**src/rtl/ram_fifo_ctrl.sv**
```systemverilog
// FIFO controller in front of a single-port RAM with a one-cycle registered read.
// Words are written into RAM, prefetched into an output register and handed off over valid/ready.
module ram_fifo_ctrl #(
  parameter int unsigned ADDR_WIDTH = 2,
  parameter int unsigned DATA_WIDTH = 4
) (
  input  logic                  clk,
  input  logic                  reset,
  input  logic                  in_valid,
  input  logic [DATA_WIDTH-1:0] in_data,
  output logic                  in_ready,
  output logic                  out_valid,
  output logic [DATA_WIDTH-1:0] out_data,
  input  logic                  out_ready,
  output logic                  ram_sel,
  output logic [ADDR_WIDTH-1:0] ram_addr,
  output logic [DATA_WIDTH-1:0] ram_din,
  input  logic [DATA_WIDTH-1:0] ram_dout,
  output logic [ADDR_WIDTH:0]   level
);

  localparam int unsigned DEPTH = 2 ** ADDR_WIDTH;
  localparam int unsigned CNT_W = ADDR_WIDTH + 1;

  typedef enum logic [1:0] {
    IDLE  = 2'd0,
    FETCH = 2'd1,
    VALID = 2'd2
  } state_t;

  state_t                r_state;
  state_t                w_next_state;
  logic [ADDR_WIDTH-1:0] r_wr_ptr;
  logic [ADDR_WIDTH-1:0] r_rd_ptr;
  logic [CNT_W-1:0]      r_count;
  logic [DATA_WIDTH-1:0] r_out_data;
  logic                  w_not_empty;
  logic                  w_not_full;
  logic                  w_rd_go;
  logic                  w_wr_go;

  assign w_not_empty = (r_count != CNT_W'(0));
  assign w_not_full  = (r_count < CNT_W'(DEPTH));

  // Read issue and next state: a read is launched whenever the output register will be free.
  always_comb begin
    w_rd_go      = 1'b0;
    w_next_state = r_state;
    case (r_state)
      IDLE: begin
        if (w_not_empty) begin
          w_rd_go      = 1'b1;
          w_next_state = FETCH;
        end
      end
      FETCH: begin
        w_next_state = VALID;
      end
      VALID: begin
        if (out_ready) begin
          if (w_not_empty) begin
            w_rd_go      = 1'b1;
            w_next_state = FETCH;
          end else begin
            w_next_state = IDLE;
          end
        end
      end
      default: begin
        w_next_state = IDLE;
      end
    endcase
  end

  // Write issue: reads own the RAM port, so writes only slot into non-read cycles.
  always_comb begin
    in_ready = 1'b0;
    w_wr_go  = 1'b0;
    ram_sel  = 1'b0;
    ram_addr = r_rd_ptr;
    in_ready = !reset && !w_rd_go && w_not_full;
    w_wr_go  = in_valid && in_ready;
    if (w_wr_go) begin
      ram_sel  = 1'b1;
      ram_addr = r_wr_ptr;
    end
  end

  assign ram_din   = in_data;
  assign out_valid = (r_state == VALID);
  assign out_data  = r_out_data;
  assign level     = r_count + CNT_W'(out_valid);

  // Pointers, occupancy and output capture; read and write never coincide.
  always_ff @(posedge clk) begin
    if (reset) begin
      r_state    <= IDLE;
      r_wr_ptr   <= '0;
      r_rd_ptr   <= '0;
      r_count    <= '0;
      r_out_data <= '0;
    end else begin
      r_state <= w_next_state;
      if (w_rd_go) begin
        r_rd_ptr <= r_rd_ptr + ADDR_WIDTH'(1);
        r_count  <= r_count - CNT_W'(1);
      end else if (w_wr_go) begin
        r_wr_ptr <= r_wr_ptr + ADDR_WIDTH'(1);
        r_count  <= r_count + CNT_W'(1);
      end
      if (r_state == FETCH) begin
        r_out_data <= ram_dout;
      end
    end
  end

endmodule
```
**config.mk**
```make
export PLATFORM = sky130hd
export DESIGN_NAME = ram_fifo_ctrl
export DESIGN_NICKNAME = d
export VERILOG_FILES = /design/src/rtl/ram_fifo_ctrl.sv
export SDC_FILE = /design/constraint.sdc
export NUM_CORES = 1
export LEC_CHECK = 0
export ABC_AREA = 1
export CAP_MARGIN = 20
export CORE_MARGIN = 8
export CORE_UTILIZATION = 41
export DETAILED_ROUTE_END_ITERATION = 10
export GPL_TIMING_DRIVEN = 0
export PLACE_DENSITY = 0.85
export SYNTH_ARGS = -nofsm -noshare
export SYNTH_HDL_FRONTEND = slang
export SYNTH_SLANG_ARGS = --single-unit
```
**constraint.sdc**
```tcl
create_clock -name clk -period 1.7 [get_ports clk]
set_input_delay 0.17 -clock clk [delete_from_list [all_inputs] [get_ports clk]]
set_output_delay 0.17 -clock clk [all_outputs]
set_load 0.01 [all_outputs]
```
Word-level counts from Yosys, hierarchy flattened
Cells that the tools add are included.
{"block": "op_classes", "addsub": 5, "magnitude_cmp": 1, "n_eq_ne": 4, "mux": 11, "bitwise_logic": 1, "reduce_logical": 10}
{"operator": "$mux 2", "n": 3}
{"operator": "$mux 3", "n": 2}
{"operator": "$pmux 2 s3", "n": 1}
{"operator": "$add 2x1->2 const B", "n": 2}
{"operator": "$mux 1", "n": 4}
{"operator": "$reduce_and 2->1", "n": 2}
{"operator": "$add 3x1->3", "n": 1}
{"operator": "$add 3x1->3 const B", "n": 1}
{"operator": "$logic_and 1x1->1", "n": 3}
{"operator": "$lt 3x3->1 const B", "n": 1}
{"operator": "$reduce_bool 3->1", "n": 1}
{"operator": "$sub 3x1->3 const B", "n": 1}
{"operator": "$eq 2x1->1 const B", "n": 1}
{"operator": "$eq 2x2->1 const B", "n": 1}
{"operator": "$logic_not 1->1", "n": 2}
{"operator": "$logic_not 2->1", "n": 1}
{"operator": "$ne 2x1->1 const B", "n": 1}
{"operator": "$ne 2x2->1 const B", "n": 1}
{"operator": "$pmux 1 s2", "n": 1}
{"operator": "$reduce_bool 2->1", "n": 1}
{"operator": "$not 1->1", "n": 1}
{"block": "word_totals", "reg_bits": 13}

Logic depth before layout (Yosys ltp)
Gate-level depths: netlist (run 1).
{"block": "depth", "ltp_word": 10, "ltp_mapped": 8, "mapped_depth_nobuf": 8}

Worst setup path after synthesis (run 1)
No wires, ideal clock.
{"block": "synth_timing", "path_type": "reg-to-reg", "start": "register r_state[1]", "end": "register r_count[2]", "arrival_time_ns": 1.266, "required_ns": 1.583, "path_slack_ns": 0.317, "stages_incl_launch_ff": 8, "path_buffers": 0, "cell_sequence": "dfxtp_1 -> a21oi_2 -> nand2_4 -> fa_1 -> nand3_1 -> nand2_1 -> inv_1 -> a21oi_1"}
{"block": "synth_via", "elab_chain_cells": 7, "word_cells_on_any_way": 9, "classes_between": "1 x eq/ne; 2 x mux; 6 x reduce/logical"}
{"element": "start, declared", "line_no": "31", "text": "state_t r_state;"}
{"element": "start signal, assigned", "line_no": "103", "text": "r_state <= w_next_state;"}
{"element": "$eq 2x2->1 or $logic_not 2->1 (tied branches)", "line_no": "49", "text": "case (r_state)"}
{"element": "$pmux 1 s2 (*)", "line_no": "49"}
{"element": "$logic_not 1->1", "line_no": "81", "text": "in_ready = !reset && !w_rd_go && w_not_full;"}
{"element": "$logic_and 1x1->1 (2 in series)", "line_no": "81"}
{"element": "$logic_and 1x1->1", "line_no": "82", "text": "w_wr_go = in_valid && in_ready;"}
{"element": "$reduce_bool 2->1 (no source line)"}
{"element": "end signal, assigned", "line_no": "106", "text": "r_count <= r_count - CNT_W'(1);"}
{"element": "end signal, assigned", "line_no": "109", "text": "r_count <= r_count + CNT_W'(1);"}
{"element": "end, declared", "line_no": "35", "text": "logic [CNT_W-1:0] r_count;"}
Mark *: on every way between the ends. The rest lies on a longest branch, timed or not.
A chain may end at the register's enable or synchronous reset.

Worst setup path in the final report (run 1)
{"block": "layout_timing", "start": "input out_ready", "end": "output ram_sel"}
{"block": "layout_via", "elab_chain_cells": 7}
{"element": "start, declared", "line_no": "14", "text": "input logic out_ready,"}
{"element": "$mux 1", "line_no": "60", "text": "if (out_ready) begin"}
{"element": "$pmux 1 s2", "line_no": "49"}
{"element": "$logic_not 1->1", "line_no": "81"}
{"element": "$logic_and 1x1->1 (2 in series)", "line_no": "81"}
{"element": "$logic_and 1x1->1", "line_no": "82"}
{"element": "$mux 1", "line_no": "83", "text": "if (w_wr_go) begin"}
{"element": "end, declared", "line_no": "15", "text": "output logic ram_sel,"}
No other way between the ends.

==> run_results.csv, run 1 <==
group,metric,value,unit
synth,synth_compound_area_share,12.0,%
clocking,hold_buffers,0,
worst_setup_path,critPathCaptureType,"output port",
die,die_area,3320,um^2
timing,max-slew-margin-rel,80.7,%
timing,fin_tns_setup,0,ps
die,die_w,57.6,um
power_and_ir_drop,p_per_area,1630,nW/um^2
worst_setup_path,crit_path_max_fanout,8,
power_and_ir_drop,ir_drop,0.000870,V
synth,seq_area_frac_synth,36.6,%
finish,diodes,0,
synth,syn_area_per_cell,7.25,um^2
timing,fmax,605,MHz
worst_setup_path,critPathRequiredTime,1530,ps
synth,ys_ff_latch,13,
die,start_util,42.5,%
clocking,insertion_delay,270,ps
route,antenna_left,0,
timing,tightestPinTransition,289,ps
timing,slew_viol_final,0,
synth,synth.mux.area_fraction,0,%
synth,syn_area,711,um^2
timing,fin_crit,1650,ps
route,dr.pass1.iters,4,
grt,grt_pass1_vias,719,
timing,finalCritPeriodShare,97.2,%
synth,synth-warning-count,0,
clocking,clockBufferDepth,2,
clocking,htreeDepth,1,
timing,fin_hold_ws,252,ps
worst_setup_path,crit_path_start_kind,"input pin",
worst_setup_path,crit_arrival,1480,ps
finish,final_cell_mix,"17 x nor2_1, 15 x nand2_1, 15 x clkdlybuf4s50_1",
place,place_hpwl,1350,um
grt,grt_overflow,0,
synth,synthSimpleGateAreaFrac,29.0,%
route,drt-vias-per-instance,4.85,
place,placed_area,962,um^2
outcome,status,"completed",
timing,hold_viol_final,0,
clocking,cts_buffers,3,
finish,layout-area-overhead-vs-synth,43.1,%
grt,grt_pass1_wl,2950,um
place,place_congestion,0.765,
power_and_ir_drop,design_power_total,1.66,mW
place,io_buffers,23,
synth,synth_cells,98,
grt,antenna_found_initial,0,
synth,yosysUniqueCellTypes,20,
clocking,cts_tree,"built",
synth,synth-xor-area-share,1.23,%
route,drc,0,
synth,synth_top_family_by_area,"simple AND/OR/NAND/NOR gates",
finish,fill_cells,145,
timing,setup_violations,0,
route,routed_wl,1760,um
finish,fin_area,1020,um^2
finish,layout.cells.most_common,"nor2_1",
grt,grt_start_max_net_pins,11,
timing,finClkSkew,1.54,ps
worst_setup_path,max_stage_delay,480,ps
worst_setup_path,crit_slowest_cell,"clkdlybuf4s50_1",
route,via_count,694,
worst_setup_path,critPathKind,"in -> out",
clocking,clock_sinks,13,
route,wire_per_inst,12.3,um
worst_hold_path,hp-class,"in -> reg",
grt,track_usage,11.6,%
flow_run,maxCapViolations,0,
die,dieHeight,57.6,um
die,fp-row-count,15,
finish,finalNetCount,142,
clocking,cts-root-buf,"clkbuf_4",
worst_setup_path,path_cells,"clkdlybuf4s50_1, inv_1, a21oi_4, nand2_8, nand3_4, inv_2, dlygate4sd2_1",
power_and_ir_drop,cellLeakagePower,0.491,nW
synth,synth_fp_nets,113,
synth,synthAdderAreaFrac,6.34,%
finish,drive_gt1_share,23.8,%
clocking,clk_pin_slew,80,ps
die,io_pins,28,
route,drtIter0Drc,16,
die,core,1670,um^2
## critical path: cells and delay by family
kind            cells  cell delay [ps]
compound gates      1              240
buf+inv             4              870
simple gates        2              190
## Yosys cell counts, drive strengths merged
library cell | instances | area share [%]
xor2 | 1 | 1.2
inv | 20 | 11
a21oi | 4 | 3.3
nor2 | 20 | 11
nand2 | 16 | 9.5
ha | 2 | 3.5
buf | 4 | 4.2
o21ai | 10 | 7.6
nand4 | 3 | 2.6
nand3 | 3 | 5.6
a211oi | 1 | 1.1
fa | 1 | 2.8
dfxtp | 13 | 37
## cell type report
cell class / count / area [um^2] / area share [%]
plain buffers: 4 / 30.0 / 2.95
clock buffers: 4 / 26.3 / 2.58
inverters: 20 / 75.1 / 7.38
multi-input cells: 61 / 377 / 37.0
flip-flops and latches: 13 / 267 / 26.2
well taps: 17 / 21.3 / 2.09
repair buffers: 24 / 221 / 21.8
## power breakdown
group	total (mW)	switching, mW	leakage [nW]	internal [mW]
combinational	0.950	0.545	0.367	0.405
sequential	0.517	0.0969	0.108	0.420
clock	0.194	0.103	0.0150	0.0910
total	1.66	0.744	0.491	0.916
## routing by layer
metal	wire length, um	GRT usage [%]	vias up
met4	59	8.93	0
met2	836	19.0	25
met1	684	11.1	308
met3	179	5.52	7
met5	0	0	-
li1	-	-	354
## final timing paths
check / startpoint / endpoint / slack (ps) / depth (start not counted)
hold reg to reg: r_rd_ptr[0] / r_rd_ptr[0] / 480 / 2
setup / recovery: out_ready / ram_sel / 50 / 7
hold / removal: reset / r_wr_ptr[1] / 250 / 2
setup reg to reg: r_state[1] / r_count[2] / 220 / 6
## kinds of logic (layout without fill, tap and decap cells)
kind of cell | count (synthesis) | after routing
DFF | 13 | 13
AOI/OAI and AO/OA | 15 | 15
buffers and inverters | 24 | 52
adders and majority gates | 3 | 3
xor gates and xnor gates | 1 | 1
and+or+nand+nor | 42 | 42
## registers in the layout, summed over array words and instances, names as in the netlist
| name | flops |
|---|---|
| out_data | 4 |
| r_count | 3 |
| r_rd_ptr | 2 |
| r_state | 2 |
| r_wr_ptr | 2 |
## per-stage QoR
step	util, %	setup WS (ps)	instances
finish	60.9	48.0	143
global route	60.9	-5.50	143
CTS	60.4	6.33	143
detailed placement	57.6	-325	138
global placement	57.6	-305	138
floorplan	-	317	98
## what timing repair did
action,CTS,global route
setup endpoints to repair,7,5
resized for setup,16,12
pin swaps,1,1
setup buffers,1,0
No activity file was read; power rests on OpenSTA's default activity.
==> run 2: changes to the inputs <==
--- a/config.mk
+++ b/config.mk
@@ -11,7 +11,7 @@
 export CORE_UTILIZATION = 41
 export DETAILED_ROUTE_END_ITERATION = 10
 export GPL_TIMING_DRIVEN = 0
-export PLACE_DENSITY = 0.85
+export PLACE_DENSITY = 0.76
 export SYNTH_ARGS = -nofsm -noshare
 export SYNTH_HDL_FRONTEND = slang
 export SYNTH_SLANG_ARGS = --single-unit
==> run_results.csv, run 2 (synthesis results as in run 1) <==
group,metric,value,unit
grt,use_met3,4.64,%
power_and_ir_drop,cellLeakagePower,0.500,nW
power_and_ir_drop,ir_drop,0.000905,V
die,io_pins,28,
die,die_area,3320,um^2
grt,top_usage_layer,"met2",
finish,multi_input_area,372,um^2
grt,met1_usage,11.2,%
timing,setup_violations,0,
worst_setup_path,critPathRequiredTime,1530,ps
power_and_ir_drop,design_power_total,1.72,mW
timing,tightestPinTransition,296,ps
die,die_w,57.6,um
worst_setup_path,crit_slowest_cell,"clkdlybuf4s50_1",
route,dr.pass1.iters,4,
place,placed_cells,138,
worst_setup_path,crit_path_start_kind,"input pin",
timing,fin_tns_setup,0,ps
worst_hold_path,hp-class,"in -> reg",
clocking,htreeDepth,1,
power_and_ir_drop,p_per_area,1660,nW/um^2
place,io_buffers,23,
timing,finalCritPeriodShare,96.2,%
worst_setup_path,critPathTopFamily,"buffers and inverters",
worst_setup_path,path_cells,"clkdlybuf4s50_1, nor2_4, buf_4, nand3_4, inv_2, dlygate4sd2_1",
finish,finish.utilization,61.9,%
worst_setup_path,crit_path_max_fanout,5,
route,drt-vias-per-instance,4.84,
finish,layout-area-overhead-vs-synth,45.6,%
timing,finClkSkew,8.00,ps
finish,final_cell_mix,"17 x nor2_1, 16 x clkdlybuf4s50_1, 15 x nand2_1",
finish,diodes,0,
finish,layout.cells.most_common,"nor2_1",
clocking,hold_buffers,0,
finish,finalNetCount,146,
route,via_count,712,
timing,hold_viol_final,0,
grt,antenna_found_initial,0,
worst_setup_path,critPathKind,"in -> out",
grt,grt_overflow,0,
timing,slew_viol_final,0,
finish,drive_gt1_share,26.2,%
outcome,status,"completed",
timing,max-slew-margin-rel,80.2,%
route,drtIter0Drc,12,
die,fp-row-count,15,
route,wire_per_inst,11.9,um
grt,use_met2,19.9,%
timing,fin_hold_ws,467,ps
flow_run,maxCapViolations,0,
clocking,clk_pin_slew,80,ps
grt,track_usage,11.4,%
timing,rsz0062_at_grt,"no",
die,start_util,42.5,%
worst_setup_path,crit_arrival,1470,ps
timing,fmax,611,MHz
timing,fin_crit,1640,ps
grt,grt_pass1_wl,3010,um
finish,ff_latch_area,267,um^2
place,place_hpwl,1290,um
worst_setup_path,max_stage_delay,540,ps
place,place_congestion,0.724,
die,dieHeight,57.6,um
grt,grt_start_max_net_pins,11,
clocking,clock_sinks,13,
worst_setup_path,critPathCaptureType,"output port",
die,core,1670,um^2
clocking,insertion_delay,290,ps
clocking,cts_buffers,3,
route,drc,0,
finish,fin_cells,147,
route,antenna_left,0,
clocking,cts-root-buf,"clkbuf_4",
grt,grt_pass1_vias,697,
clocking,clockBufferDepth,2,
worst_setup_path,crit_buf_inv,4,
clocking,cts_tree,"built",
finish,fill_cells,139,
route,routed_wl,1750,um
finish,largest_reg_flops,4,
[run 2: final timing paths]
kind / cells past startpoint / slack, ps / to / startpoint
hold reg to reg: 2 / 470 / r_rd_ptr[0] / r_rd_ptr[0]
setup reg to reg: 8 / 260 / r_count[2] / r_count[2]
setup / recovery: 6 / 60 / ram_sel / reset
hold / removal: 3 / 470 / out_data[2] / ram_dout[2]
[run 2: worst reg2reg max path, cell delays in order (launching register included)]
cell and delay (ps):
dfxtp_2 390, inv_2 70, nand3_4 120, nand2_8 80, fa_1 390, nand3_1 120
nand2_1 60, inv_1 50, a21oi_1 50
[run 2: through the flow]
step / area, um^2 / setup slack (ps)
finish: 1030 / 64.1
global route: 1030 / 5.42
CTS: 1020 / -5.02
detailed placement: 962 / -327
global placement: 962 / -308
floorplan: 711 / 317
[run 2: where the power goes]
group / internal [mW] / total [mW] / switching [mW]
registers: 0.420 / 0.513 / 0.0926
logic: 0.455 / 1.00 / 0.550
clock network: 0.0913 / 0.201 / 0.110
total: 0.967 / 1.72 / 0.752
[run 2: timing repair]
| action | in CTS | in global routing |
|---|---|---|
| setup endpoints to repair | 7 | 4 |
| buffers inserted | 1 | 4 |
| resized for setup | 22 | 6 |
| pin swaps | 1 | 2 |
[run 2: cell type report]
class,count,share of cell area (%)
repair buffers,28,23.6
inverters,20,7.26
multi-input cells,61,35.9
well taps,17,2.06
plain buffers,4,2.90
clock buffers,4,2.54
flip-flops and latches,13,25.8
[run 2: metal layers]
metal	up-vias	wire, um	share of wire [%]
met2	20	868	50
met4	0	38	2.2
met1	322	693	40
met3	5	146	8.4
met5	-	0	0
li1	365	-	-
